## src/rtl/frame_state_latch.sv

```systemverilog
// Double-buffers the per-player state vectors so the VGA side only ever sees a
// new pair at a vsync boundary; also keeps frame/animation/staleness counters.
module frame_state_latch #(
    parameter int ANIM_DIV = 8,
    parameter int FRAME_W  = 16
) (
    input  logic               iVGA_CLK,
    input  logic               reset,
    input  logic               iVS,
    input  logic [127:0]       p1_in,
    input  logic [127:0]       p2_in,
    input  logic               in_valid,
    output logic               in_ready,
    output logic [127:0]       p1VGA,
    output logic [127:0]       p2VGA,
    output logic               swap_pulse,
    output logic [FRAME_W-1:0] frame_cnt,
    output logic [1:0]         anim_phase,
    output logic [7:0]         stale_cnt,
    output logic [1:0]         fsm_state
);

    localparam int DIV_W = (ANIM_DIV > 1) ? $clog2(ANIM_DIV) : 1;
    localparam logic [DIV_W-1:0] DIV_LAST = DIV_W'(ANIM_DIV - 1);

    typedef enum logic [1:0] {
        EMPTY  = 2'd0,
        FULL   = 2'd1,
        COMMIT = 2'd2
    } state_t;

    state_t           state_q, state_d;
    logic             vs_q;
    logic             vs_fall;
    logic             capture;
    logic             commit;
    logic [127:0]     pend_p1, pend_p2;
    logic [DIV_W-1:0] anim_div;

    assign vs_fall   = vs_q & ~iVS;
    assign fsm_state = state_q;

    // Handshake: an offer transfers on any rising edge where in_valid and
    // in_ready are both high; in_ready depends only on state, never on in_valid.
    assign in_ready = (state_q == EMPTY);

    always_comb begin
        state_d = state_q;
        capture = 1'b0;
        commit  = 1'b0;
        case (state_q)
            EMPTY: begin
                if (in_valid) begin
                    capture = 1'b1;
                    state_d = FULL;
                end
            end
            FULL: begin
                if (vs_fall) state_d = COMMIT;
            end
            COMMIT: begin
                commit  = 1'b1;
                state_d = EMPTY;
            end
            default: state_d = EMPTY;
        endcase
    end

    always_ff @(posedge iVGA_CLK or posedge reset) begin
        if (reset) begin
            state_q <= EMPTY;
            vs_q    <= 1'b1;
        end else begin
            state_q <= state_d;
            vs_q    <= iVS;
        end
    end

    always_ff @(posedge iVGA_CLK or posedge reset) begin
        if (reset) begin
            pend_p1    <= '0;
            pend_p2    <= '0;
            p1VGA      <= '0;
            p2VGA      <= '0;
            swap_pulse <= 1'b0;
        end else begin
            swap_pulse <= commit;
            if (capture) begin
                pend_p1 <= p1_in;
                pend_p2 <= p2_in;
            end
            if (commit) begin
                p1VGA <= pend_p1;
                p2VGA <= pend_p2;
            end
        end
    end

    always_ff @(posedge iVGA_CLK or posedge reset) begin
        if (reset) begin
            frame_cnt  <= '0;
            anim_div   <= '0;
            anim_phase <= 2'd0;
        end else if (vs_fall) begin
            frame_cnt <= frame_cnt + 1'b1;
            if (anim_div == DIV_LAST) begin
                anim_div   <= '0;
                anim_phase <= anim_phase + 2'd1;
            end else begin
                anim_div <= anim_div + 1'b1;
            end
        end
    end

    // Staleness counts frames the display went without a waiting update.
    always_ff @(posedge iVGA_CLK or posedge reset) begin
        if (reset) begin
            stale_cnt <= 8'd0;
        end else if (commit) begin
            stale_cnt <= 8'd0;
        end else if (vs_fall && state_q != FULL && stale_cnt != 8'hFF) begin
            stale_cnt <= stale_cnt + 8'd1;
        end
    end

endmodule

```

## config.mk

```make
export PLATFORM = sky130hd
export DESIGN_NAME = frame_state_latch
export DESIGN_NICKNAME = d
export VERILOG_FILES = /design/src/rtl/frame_state_latch.sv
export SDC_FILE = /design/constraint.sdc
export NUM_CORES = 1
export LEC_CHECK = 0
export CAP_MARGIN = 10
export CELL_PAD_IN_SITES_DETAIL_PLACEMENT = 0
export CELL_PAD_IN_SITES_GLOBAL_PLACEMENT = 1
export CORE_MARGIN = 5
export CORE_UTILIZATION = 25
export DETAILED_ROUTE_END_ITERATION = 10
export GPL_ROUTABILITY_DRIVEN = 0
export PLACE_DENSITY = 0.62
export SYNTH_ARGS = -nofsm -noshare
export SYNTH_HDL_FRONTEND = slang
export SYNTH_SLANG_ARGS = --single-unit
```

## constraint.sdc

```tcl
create_clock -name iVGA_CLK -period 54.6 [get_ports iVGA_CLK]
set_input_delay 8.19 -clock iVGA_CLK [delete_from_list [all_inputs] [get_ports iVGA_CLK]]
set_output_delay 8.19 -clock iVGA_CLK [all_outputs]
set_load 0.1 [all_outputs]
```

==> tab_implementation.tex, run 1 <==
\begin{tabular}{lr}
\hline
Metric & Value \\
\hline
\multicolumn{2}{l}{\textbf{Critical path}} \\
\quad Worst path bufs/invs & 4 \\
\quad Cell occurring most often along the worst timing path & buf\_4 \\
\quad Required time at the worst-slack endpoint & 55.07 ns \\
\quad Cell family with the largest share of critical-path delay & buffers and inverters \\
\quad Crit path launch type & input port \\
\quad CP Max Fanout & 50 \\
\quad Crit. End Element & register \\
\quad Critical-path top delay cell & buf\_4 \\
\quad Arrival time at the worst endpoint & around 12 ns \\
\quad Critical path class & in -> reg \\
\quad Chain of cells forming the critical path & clkdlybuf4s50\_1, and2\_4, buf\_4, buf\_4, buf\_4, mux2\_4 \\
\quad Longest individual stage delay on the worst path & about 0.83 ns \\
\multicolumn{2}{l}{\textbf{STA}} \\
\quad Worst setup skew after layout & about 0.024 ns \\
\quad Worst-Margin Slew & 1.14 ns \\
\quad Slew headroom & a little under a quarter \\
\quad Max-slew violation count & 0 \\
\quad Tightest hold margin & 0.482 ns \\
\quad Setup\_tns & 0 ns \\
\quad Period utilization & 21.2\% \\
\quad Maximum clock frequency & around 86 MHz \\
\quad Clock period minus worst slack & roughly 12 ns \\
\quad Final setup violation count & 0 \\
\quad Setup repair after global routing missed its margin & false \\
\quad Hold violation count in the final report & 0 \\
\multicolumn{2}{l}{\textbf{Final layout}} \\
\quad Cell Count, Final, Fillers Out & 2,986 \\
\quad Synthesis-to-finish area growth & 40.9\% \\
\quad Proportion of layout cells with a drive suffix above 1 & a little over a third \\
\quad Number of nets in the finished design & 2,051 \\
\quad Number of fill cells in the layout & 8,106 \\
\quad Post-Layout Inst Area & slightly above 30,000 um\^{}2 \\
\multicolumn{2}{l}{\textbf{Floorplanning}} \\
\quad Die area & 91,800 um\^{}2 \\
\quad Standard-cell rows & 107 \\
\quad Floorplan die height & 303 um \\
\quad Die X & roughly 300 um \\
\quad Initial standard-cell utilization of the core & 25.2\% \\
\quad IO Pins & approximately 550 \\
\quad Core outline area & 85,100 um\^{}2 \\
\multicolumn{2}{l}{\textbf{Drt}} \\
\quad Count of unresolved DRC violations after routing & 0 \\
\quad Total wirelength of the detailed-routed design & around 56,000 um \\
\quad Number of DRC markers in iteration 0 & 455 \\
\quad Antenna Violating Nets Remaining & 0 \\
\quad Final routed wire length divided by cell count & roughly 19 um \\
\quad DRT Pass-1 Iters & 4 \\
\quad Via-per-instance ratio & 4.08 \\
\quad Number of vias after detailed routing & 12,200 \\
\multicolumn{2}{l}{\textbf{Clock tree}} \\
\quad CTS-repair resized insts & 0 \\
\quad Worst-Skew Late Latency & 0.59 ns \\
\quad Number of clock buffers inserted by TritonCTS & 67 \\
\quad Clock tree from TritonCTS & built \\
\quad Clock sink count & 545 \\
\quad \# Post-CTS Setup Buffers & 0 \\
\quad Number of buffers inserted for hold repair after clock tree synthesis & 0 \\
\quad H-tree depth reported by CTS & 3 \\
\quad CTS max path bufs & 3 \\
\quad Clock-pin slew reported for the worst setup and hold paths after clock tree synthesis & 0.05 ns \\
\quad Clk Tree Root Cell & clkbuf\_16 \\
\multicolumn{2}{l}{\textbf{Yosys}} \\
\quad Number of distinct standard cells referenced by the synthesized netlist & 39 \\
\quad Syn\_nets & 1,485 \\
\quad Sequential element share of the synthesized area & 63.5\% \\
\quad Multiplexer area fraction after synthesis & between 30\% and 40\% \\
\quad Synthesized-area fraction occupied by ao, oa, aoi and oai cells & 0.530\% \\
\quad Seq cells post-synth & 545 \\
\quad Combinational family with the most area after synthesis & multiplexers \\
\quad Parity-gate share of the synthesized area counting xor and xnor cells & less than 1\% \\
\quad Simple-gate area share of the yosys netlist & 1.42\% \\
\quad Syn Area/Cell & between 15 and 20 um\^{}2 \\
\quad Post-synth design cell area & 21,500 um\^{}2 \\
\quad Adder-Cell Fraction of Synth Area & less than 1\% \\
\quad Post-Syn Instances & 1,221 \\
\quad Count of yosys warnings during synthesis & 0 \\
\multicolumn{2}{l}{\textbf{Run status}} \\
\quad Result of the run & finished clean \\
\multicolumn{2}{l}{\textbf{Global routing}} \\
\quad Number of global-route vias before repair & 13,400 \\
\quad First-pass GRT wire length & 84,800 um \\
\quad Maximum number of pins on one net before global-route repair & $\sim$150 \\
\quad Remaining global-route overflow & 0 \\
\quad Initial antenna violation count & 8 \\
\quad Overall track demand over capacity in global routing & 11.8\% \\
\multicolumn{2}{l}{\textbf{Placement}} \\
\quad \# placed instances & 2,862 \\
\quad Placement-stage cell area & 27,900 um\^{}2 \\
\quad Number of buffers inserted by port buffering & between 500 and 600 \\
\quad Detailed Place HPWL & slightly below 40,000 um \\
\multicolumn{2}{l}{\textbf{Run}} \\
\quad Reported max-cap violation count & 0 \\
\multicolumn{2}{l}{\textbf{Min path}} \\
\quad Min-Delay Path Class & reg -> reg \\
\hline
\end{tabular}
per-layer routing:
layer,GRT usage [%],up-vias,part of all wire (%)
met1,13.9,6260,39
li1,-,5448,-
met3,5.64,94,10
met2,19.1,369,48
met5,0,-,0.043
met4,4.10,4,2.7
area by class of cell:
class	instances	area [um^2]	area share, %
timing repair buffer	558	5570	18.4
sequential	545	13600	45.1
clock buffer	86	1860	6.15
clock inverter	32	427	1.41
inverter	4	22.5	0.0745
tap	1144	1430	4.73
antenna	6	15.0	0.0496
multi-input combinational	611	7280	24.1
Yosys cell counts, drive strengths merged:
master / count / area share, %
a211o: 1 / 0.041
a211oi: 2 / 0.070
a21o: 3 / 0.10
a21oi: 3 / 0.070
and2: 1 / 0.029
and2b: 1 / 0.041
and3: 2 / 0.058
buf: 60 / 2.5
clkbuf: 1 / 0.017
dfrtp: 544 / 63
dfstp: 1 / 0.12
ha: 4 / 0.23
inv: 4 / 0.070
maj3: 1 / 0.052
mux2: 512 / 31
mux2i: 1 / 0.047
nand2: 17 / 0.30
nand2b: 2 / 0.058
nand3: 10 / 0.23
nand3b: 1 / 0.035
nand4: 5 / 0.15
nand4b: 1 / 0.041
nor2: 7 / 0.12
nor3: 4 / 0.12
nor4: 2 / 0.087
o211ai: 1 / 0.058
o21ai: 5 / 0.12
o21bai: 1 / 0.035
o31ai: 1 / 0.035
or3: 4 / 0.12
or4: 1 / 0.035
xnor2: 13 / 0.53
xor2: 5 / 0.20
cells in the final DEF (no fill, tap or decap), types with 6 or more instances in the layout:
| cell | synthesis | routed |
|---|---|---|
| buf_4 | 24 | 15 |
| dfrtp_1 | 544 | 544 |
| xnor2_1 | 13 | 13 |
| nand2_1 | 17 | 17 |
| mux2_4 | 229 | 229 |
| nor2_1 | 7 | 6 |
| clkbuf_8 | 0 | 9 |
| clkbuf_16 | 0 | 68 |
| clkdlybuf4s50_1 | 0 | 541 |
| nand3_1 | 10 | 10 |
| clkbuf_1 | 1 | 9 |
| diode_2 | 0 | 6 |
| bufinv_16 | 0 | 7 |
| clkinv_2 | 0 | 15 |
| mux2_2 | 283 | 283 |
worst paths after layout:
kind	slack [ns]	cells after the start	startpoint	end
max in group asynchronous	43.26	5	reset	pend_p2[46]
hold / removal	0.48	1	anim_phase[1]	anim_phase[1]
setup reg to reg	50.25	6	fsm_state[0]	pend_p2[76]
hold reg to reg	0.48	1	anim_phase[1]	anim_phase[1]
setup / recovery	43.02	6	in_valid	pend_p2[76]
min in group asynchronous	8.14	2	reset	p1VGA[61]
sequential cells by signal, summed over array words and instances (netlist names):
signal / count
frame_cnt: 16
p1VGA: 128
fsm_state: 2
pend_p2: 128
swap_pulse: 1
anim_phase: 2
anim_div: 3
stale_cnt: 8
vs_q: 1
p2VGA: 128
pend_p1: 128
cells by family after synthesis:
logic type / after synthesis
DFF: 545
and+or+nand+nor: 58
adders and majority gates: 5
buffers and inverters: 65
muxes: 513
xor gates and xnor gates: 18
AOI/OAI and AO/OA: 17
metrics by stage:
step	util (%)	worst slack, ns
final	35.5	43.02
after global placement	32.8	42.35
after floorplan	-	31.18
after CTS	35.5	42.98
after global routing	35.5	42.58
after detailed placement	32.8	42.33
Power of run 1 is not shown: default switching activity piles up to over one toggle a cycle in this logic, so the estimate is an artifact.
==> inputs of run 2 (changes only) <==
Clock period 54.6 ns to 11.4 ns, I/O delays scaled along.
==> tab_implementation.tex, run 2 (synthesis gave the netlist of run 1 again) <==
\begin{tabular}{lr}
\hline
Metric & Value \\
\hline
\multicolumn{2}{l}{\textbf{Critical path}} \\
\quad Crit path depth & 5 \\
\quad Critical-path top delay cell & buf\_4 \\
\quad Worst path bufs/invs & 3 \\
\quad Crit. End Element & register \\
\quad Chain of cells forming the critical path & clkdlybuf4s50\_1, and2\_4, buf\_4, buf\_4, mux2\_4 \\
\quad Arrival time at the worst endpoint & 5.22 ns \\
\quad Cell occurring most often along the worst timing path & buf\_4 \\
\quad Required time at the worst-slack endpoint & 11.87 ns \\
\quad Cell family with the largest share of critical-path delay & buffers and inverters \\
\quad Critical path class & in -> reg \\
\quad Cell count of the worst reg-to-reg path & 5 \\
\quad Crit path launch type & input port \\
\quad Longest individual stage delay on the worst path & 0.93 ns \\
\quad CP Max Fanout & 56 \\
\multicolumn{2}{l}{\textbf{Global routing}} \\
\quad Busiest layer in global routing & met2 \\
\quad Met1 global-route usage & 13.1\% \\
\quad First-pass GRT wire length & 83,700 um \\
\quad Remaining global-route overflow & 0 \\
\quad Overall track demand over capacity in global routing & between 10\% and 20\% \\
\quad Initial antenna violation count & 11 \\
\quad Met3 Track Usage GR & 5.23\% \\
\quad Number of global-route vias before repair & 13,600 \\
\quad GRT met2 Usage & 19.1\% \\
\quad Maximum number of pins on one net before global-route repair & between 150 and 200 \\
\multicolumn{2}{l}{\textbf{Run status}} \\
\quad Result of the run & finished clean \\
\multicolumn{2}{l}{\textbf{Drt}} \\
\quad Total wirelength of the detailed-routed design & 55,300 um \\
\quad Count of unresolved DRC violations after routing & 0 \\
\quad Antenna Violating Nets Remaining & 0 \\
\quad Final routed wire length divided by cell count & 18.5 um \\
\quad DRT Pass-1 Iters & 4 \\
\quad Via-per-instance ratio & between 4 and 5 \\
\quad Number of vias after detailed routing & 12,200 \\
\quad Number of DRC markers in iteration 0 & 399 \\
\multicolumn{2}{l}{\textbf{STA}} \\
\quad Worst setup skew after layout & about 0.023 ns \\
\quad Period utilization & 41.7\% \\
\quad Hold violation count in the final report & 0 \\
\quad Clock period minus worst slack & about 4.8 ns \\
\quad Slew headroom & a little under a fifth \\
\quad Max-slew violation count & 0 \\
\quad Setup repair after global routing missed its margin & false \\
\quad Final setup violation count & 0 \\
\quad Setup\_tns & 0 ns \\
\quad Worst-Margin Slew & 1.21 ns \\
\quad Maximum clock frequency & about 210 MHz \\
\multicolumn{2}{l}{\textbf{Floorplanning}} \\
\quad Die area & 91,800 um\^{}2 \\
\quad Floorplan die height & 303 um \\
\quad Core outline area & around 85,000 um\^{}2 \\
\quad Die X & 303 um \\
\quad Standard-cell rows & 107 \\
\quad Initial standard-cell utilization of the core & 25.2\% \\
\quad IO Pins & around 550 \\
\multicolumn{2}{l}{\textbf{Final layout}} \\
\quad Post-Layout Inst Area & 30,200 um\^{}2 \\
\quad Leading cell types in the layout, fill and taps excluded & clkdlybuf4s50\_1, dfrtp\_1, mux2\_2 \\
\quad Number of nets in the finished design & just over 2,000 \\
\quad Synthesis-to-finish area growth & 40.9\% \\
\quad Most frequent standard cell in the layout excluding fill and tap cells & clkdlybuf4s50\_1 \\
\quad Proportion of layout cells with a drive suffix above 1 & 34.7\% \\
\multicolumn{2}{l}{\textbf{Min path}} \\
\quad Min-Delay Path Class & reg -> reg \\
\quad Min-Delay Path Depth & 1 \\
\multicolumn{2}{l}{\textbf{Clock tree}} \\
\quad Worst-Skew Late Latency & about 0.59 ns \\
\quad Number of buffers inserted for hold repair after clock tree synthesis & 0 \\
\quad Clock tree from TritonCTS & built \\
\quad Clock-pin slew reported for the worst setup and hold paths after clock tree synthesis & 0.06 ns \\
\quad Number of clock buffers inserted by TritonCTS & 67 \\
\quad H-tree depth reported by CTS & 3 \\
\quad Clk Tree Root Cell & clkbuf\_16 \\
\quad \# Post-CTS Setup Buffers & 0 \\
\quad Clock sink count & 545 \\
\quad CTS-repair resized insts & 0 \\
\quad CTS max path bufs & 3 \\
\multicolumn{2}{l}{\textbf{Placement}} \\
\quad Detailed Place HPWL & 37,600 um \\
\quad Number of buffers inserted by port buffering & 545 \\
\quad Placement-stage cell area & 28,000 um\^{}2 \\
\multicolumn{2}{l}{\textbf{Run}} \\
\quad Reported max-cap violation count & 0 \\
\hline
\end{tabular}
-- run 2: cell types whose count changed in the layout (fill, tap and decap cells not counted), sizes merged --
cell           change
clkdlybuf4s50      +4
buf                -6
bufinv             -2
clkbuf            +10
clkinvlp           +2
inv                -2
clkinv             -3
diode              -1
-- run 2: final cells by class --
type,instances,area (um^2)
clock inverters,27,350
clock buffers,96,1930
well taps,1144,1430
inverters,4,18.8
fillers,8201,54900
repair buffers,556,5590
flip-flops and latches,545,13600
diodes,5,12.5
multi-input cells,611,7280
-- run 2: per-layer routing --
metal	wire length, um	up-vias	part of all wire, %
li1	-	5452	-
met1	21100	6278	38
met2	27000	371	49
met3	5480	107	9.9
met4	1670	12	3.0
met5	80	-	0.14
-- run 2: through the flow --
stage	util [%]	cells	worst slack, ns	hold slack (ns)
2_1_floorplan	-	1221	2.28	0.443
3_3_place_gp	32.8	2860	6.04	0.456
3_5_place_dp	32.8	2860	5.97	0.470
4_1_cts	35.5	2983	6.62	0.484
5_1_grt	35.5	2988	6.52	0.497
6_report	35.5	2988	6.65	0.477
-- run 2: path summary, 6_finish.rpt --
path | startpoint | end | slack, ns
max in group asynchronous | reset | p1VGA[26] | 7.44
min in group asynchronous | reset | pend_p1[103] | 1.63
worst min-delay path | frame_cnt[15] | frame_cnt[15] | 0.48
worst min register to register | frame_cnt[15] | frame_cnt[15] | 0.48
worst max-delay path | in_valid | pend_p2[70] | 6.65
worst max register to register | fsm_state[0] | pend_p2[70] | 7.41
-- run 2: worst register-to-register path, delay by kind of cell (launching register included) --
| family | cells | cell delay (ns) |
|---|---|---|
| buffers and inverters | 2 | 1.80 |
| flip-flops | 1 | 0.45 |
| AND/OR/NAND/NOR | 2 | 1.20 |
| multiplexers | 1 | 0.44 |
Power of run 2 is left out for the same reason.
==> inputs of run 3 (changes only) <==
Settings changed: PLACE_DENSITY 0.62 to 0.64.
Clock period 11.4 ns to 4.1 ns, I/O delays scaled along.
==> tab_implementation.tex, run 3 (synthesis gave the netlist of run 1 again) <==
\begin{tabular}{lr}
\hline
Metric & Value \\
\hline
\multicolumn{2}{l}{\textbf{Clock tree}} \\
\quad Worst-Skew Late Latency & 0.58 ns \\
\quad H-tree depth reported by CTS & 3 \\
\quad Clock sink count & 545 \\
\quad Clock-pin slew reported for the worst setup and hold paths after clock tree synthesis & 0.06 ns \\
\quad Clock tree from TritonCTS & built \\
\quad \# Post-CTS Setup Buffers & 0 \\
\quad CTS max path bufs & 3 \\
\quad Number of clock buffers inserted by TritonCTS & 66 \\
\quad Clk Tree Root Cell & clkbuf\_16 \\
\quad Number of buffers inserted for hold repair after clock tree synthesis & 0 \\
\quad CTS-repair resized insts & 0 \\
\multicolumn{2}{l}{\textbf{STA}} \\
\quad Hold violation count in the final report & 0 \\
\quad Setup repair after global routing missed its margin & false \\
\quad Maximum clock frequency & 317 MHz \\
\quad Clock period minus worst slack & about 3.2 ns \\
\quad Slew headroom & 24.3\% \\
\quad Period utilization & around three quarters \\
\quad Worst setup skew after layout & 0.0206 ns \\
\quad Max-slew violation count & 0 \\
\quad Worst-Margin Slew & 1.13 ns \\
\quad Final setup violation count & 0 \\
\multicolumn{2}{l}{\textbf{Floorplanning}} \\
\quad Standard-cell rows & 107 \\
\quad Die area & 91,800 um\^{}2 \\
\quad Floorplan die height & just over 300 um \\
\quad Initial standard-cell utilization of the core & approximately a quarter \\
\quad IO Pins & 546 \\
\quad Die X & a little over 300 um \\
\quad Core outline area & 85,100 um\^{}2 \\
\multicolumn{2}{l}{\textbf{Drt}} \\
\quad Number of vias after detailed routing & about 12,000 \\
\quad Via-per-instance ratio & 4.10 \\
\quad DRT Pass-1 Iters & 4 \\
\quad Total wirelength of the detailed-routed design & around 57,000 um \\
\quad Number of DRC markers in iteration 0 & 371 \\
\quad Count of unresolved DRC violations after routing & 0 \\
\quad Final routed wire length divided by cell count & 18.9 um \\
\quad Antenna Violating Nets Remaining & 0 \\
\multicolumn{2}{l}{\textbf{Placement}} \\
\quad Placement-stage cell area & 28,300 um\^{}2 \\
\quad Detailed Place HPWL & just over 40,000 um \\
\quad Number of buffers inserted by port buffering & 545 \\
\multicolumn{2}{l}{\textbf{Critical path}} \\
\quad Longest individual stage delay on the worst path & 1.20 ns \\
\quad CP Max Fanout & 5 \\
\quad Crit. End Element & output port \\
\quad Critical-path top delay cell & clkdlybuf4s50\_1 \\
\quad Crit path launch type & register \\
\quad Required time at the worst-slack endpoint & 3.48 ns \\
\quad Critical path class & reg -> out \\
\quad Arrival time at the worst endpoint & 2.54 ns \\
\quad Chain of cells forming the critical path & nor2\_1, clkdlybuf4s50\_1 \\
\multicolumn{2}{l}{\textbf{Global routing}} \\
\quad Initial antenna violation count & 5 \\
\quad Overall track demand over capacity in global routing & 12.0\% \\
\quad Maximum number of pins on one net before global-route repair & 103 \\
\quad First-pass GRT wire length & 85,800 um \\
\quad Remaining global-route overflow & 0 \\
\quad Number of global-route vias before repair & 13,800 \\
\multicolumn{2}{l}{\textbf{Final layout}} \\
\quad Proportion of layout cells with a drive suffix above 1 & 36.0\% \\
\quad Synthesis-to-finish area growth & 42.6\% \\
\quad Number of nets in the finished design & 2,079 \\
\quad Leading cell types in the layout, fill and taps excluded & clkdlybuf4s50\_1, dfrtp\_1, mux2\_2 \\
\quad Post-Layout Inst Area & approximately 31,000 um\^{}2 \\
\quad Most frequent standard cell in the layout excluding fill and tap cells & clkdlybuf4s50\_1 \\
\multicolumn{2}{l}{\textbf{Min path}} \\
\quad Min-Delay Path Class & reg -> reg \\
\multicolumn{2}{l}{\textbf{Run}} \\
\quad Reported max-cap violation count & 0 \\
\multicolumn{2}{l}{\textbf{Run status}} \\
\quad Result of the run & finished clean \\
\hline
\end{tabular}
## run 3: cell types whose count changed in the layout (fill, tap and decap cells not counted), sizes merged
cell,before,now
inv,9,4
clkbuf,96,97
clkinvlp,3,2
diode,5,4
buf,11,42
clkinv,14,17
bufinv,5,4
## run 3: area by class of cell
class | count | area, um^2
fill | 8097 | 54500
sequential | 545 | 13600
multi-input combinational | 611 | 7280
timing repair buffer | 587 | 5950
clock buffer | 97 | 2000
tap | 1144 | 1430
clock inverter | 23 | 274
inverter | 4 | 18.8
antenna | 4 | 10.0
## run 3: final timing paths
kind / start / end / depth (start not counted) / slack [ns]
min in group asynchronous: reset / pend_p2[65] / 2 / 0.50
max in group asynchronous: reset / vs_q / 4 / 2.47
min reg2reg: frame_cnt[15] / frame_cnt[15] / 1 / 0.47
max: fsm_state[0] / in_ready / 2 / 0.95
max reg2reg: fsm_state[0] / pend_p1[49] / 5 / 1.78
min: frame_cnt[15] / frame_cnt[15] / 1 / 0.47
## run 3: per-stage QoR
step	hold WS, ns	worst slack (ns)	utilization [%]	instances	setup TNS, ns
after floorplan	0.443	-3.93	-	1221	-2138.73
after global placement	0.454	1.41	33.3	2891	0
after detailed placement	0.466	1.44	33.3	2891	0
after CTS	0.447	0.873	35.9	3011	0
after global routing	0.481	0.835	35.9	3015	0
final	0.472	0.945	35.9	3015	0
## run 3: metal layers
| layer | global-route usage (%) | vias up | routed length [um] |
|---|---|---|---|
| li1 | - | 5519 | - |
| met5 | 0 | - | 7 |
| met4 | 4.76 | 2 | 2070 |
| met2 | 20.1 | 372 | 28100 |
| met3 | 4.92 | 118 | 5010 |
| met1 | 13.6 | 6346 | 22000 |
## run 3: critical path: cells and delay by family (launching register included)
family | cells | cell delay, ns
buffers and inverters | 1 | 1.20
AND/OR/NAND/NOR | 1 | 0.32
flip-flops | 1 | 0.44
Power of run 3 is left out for the same reason.
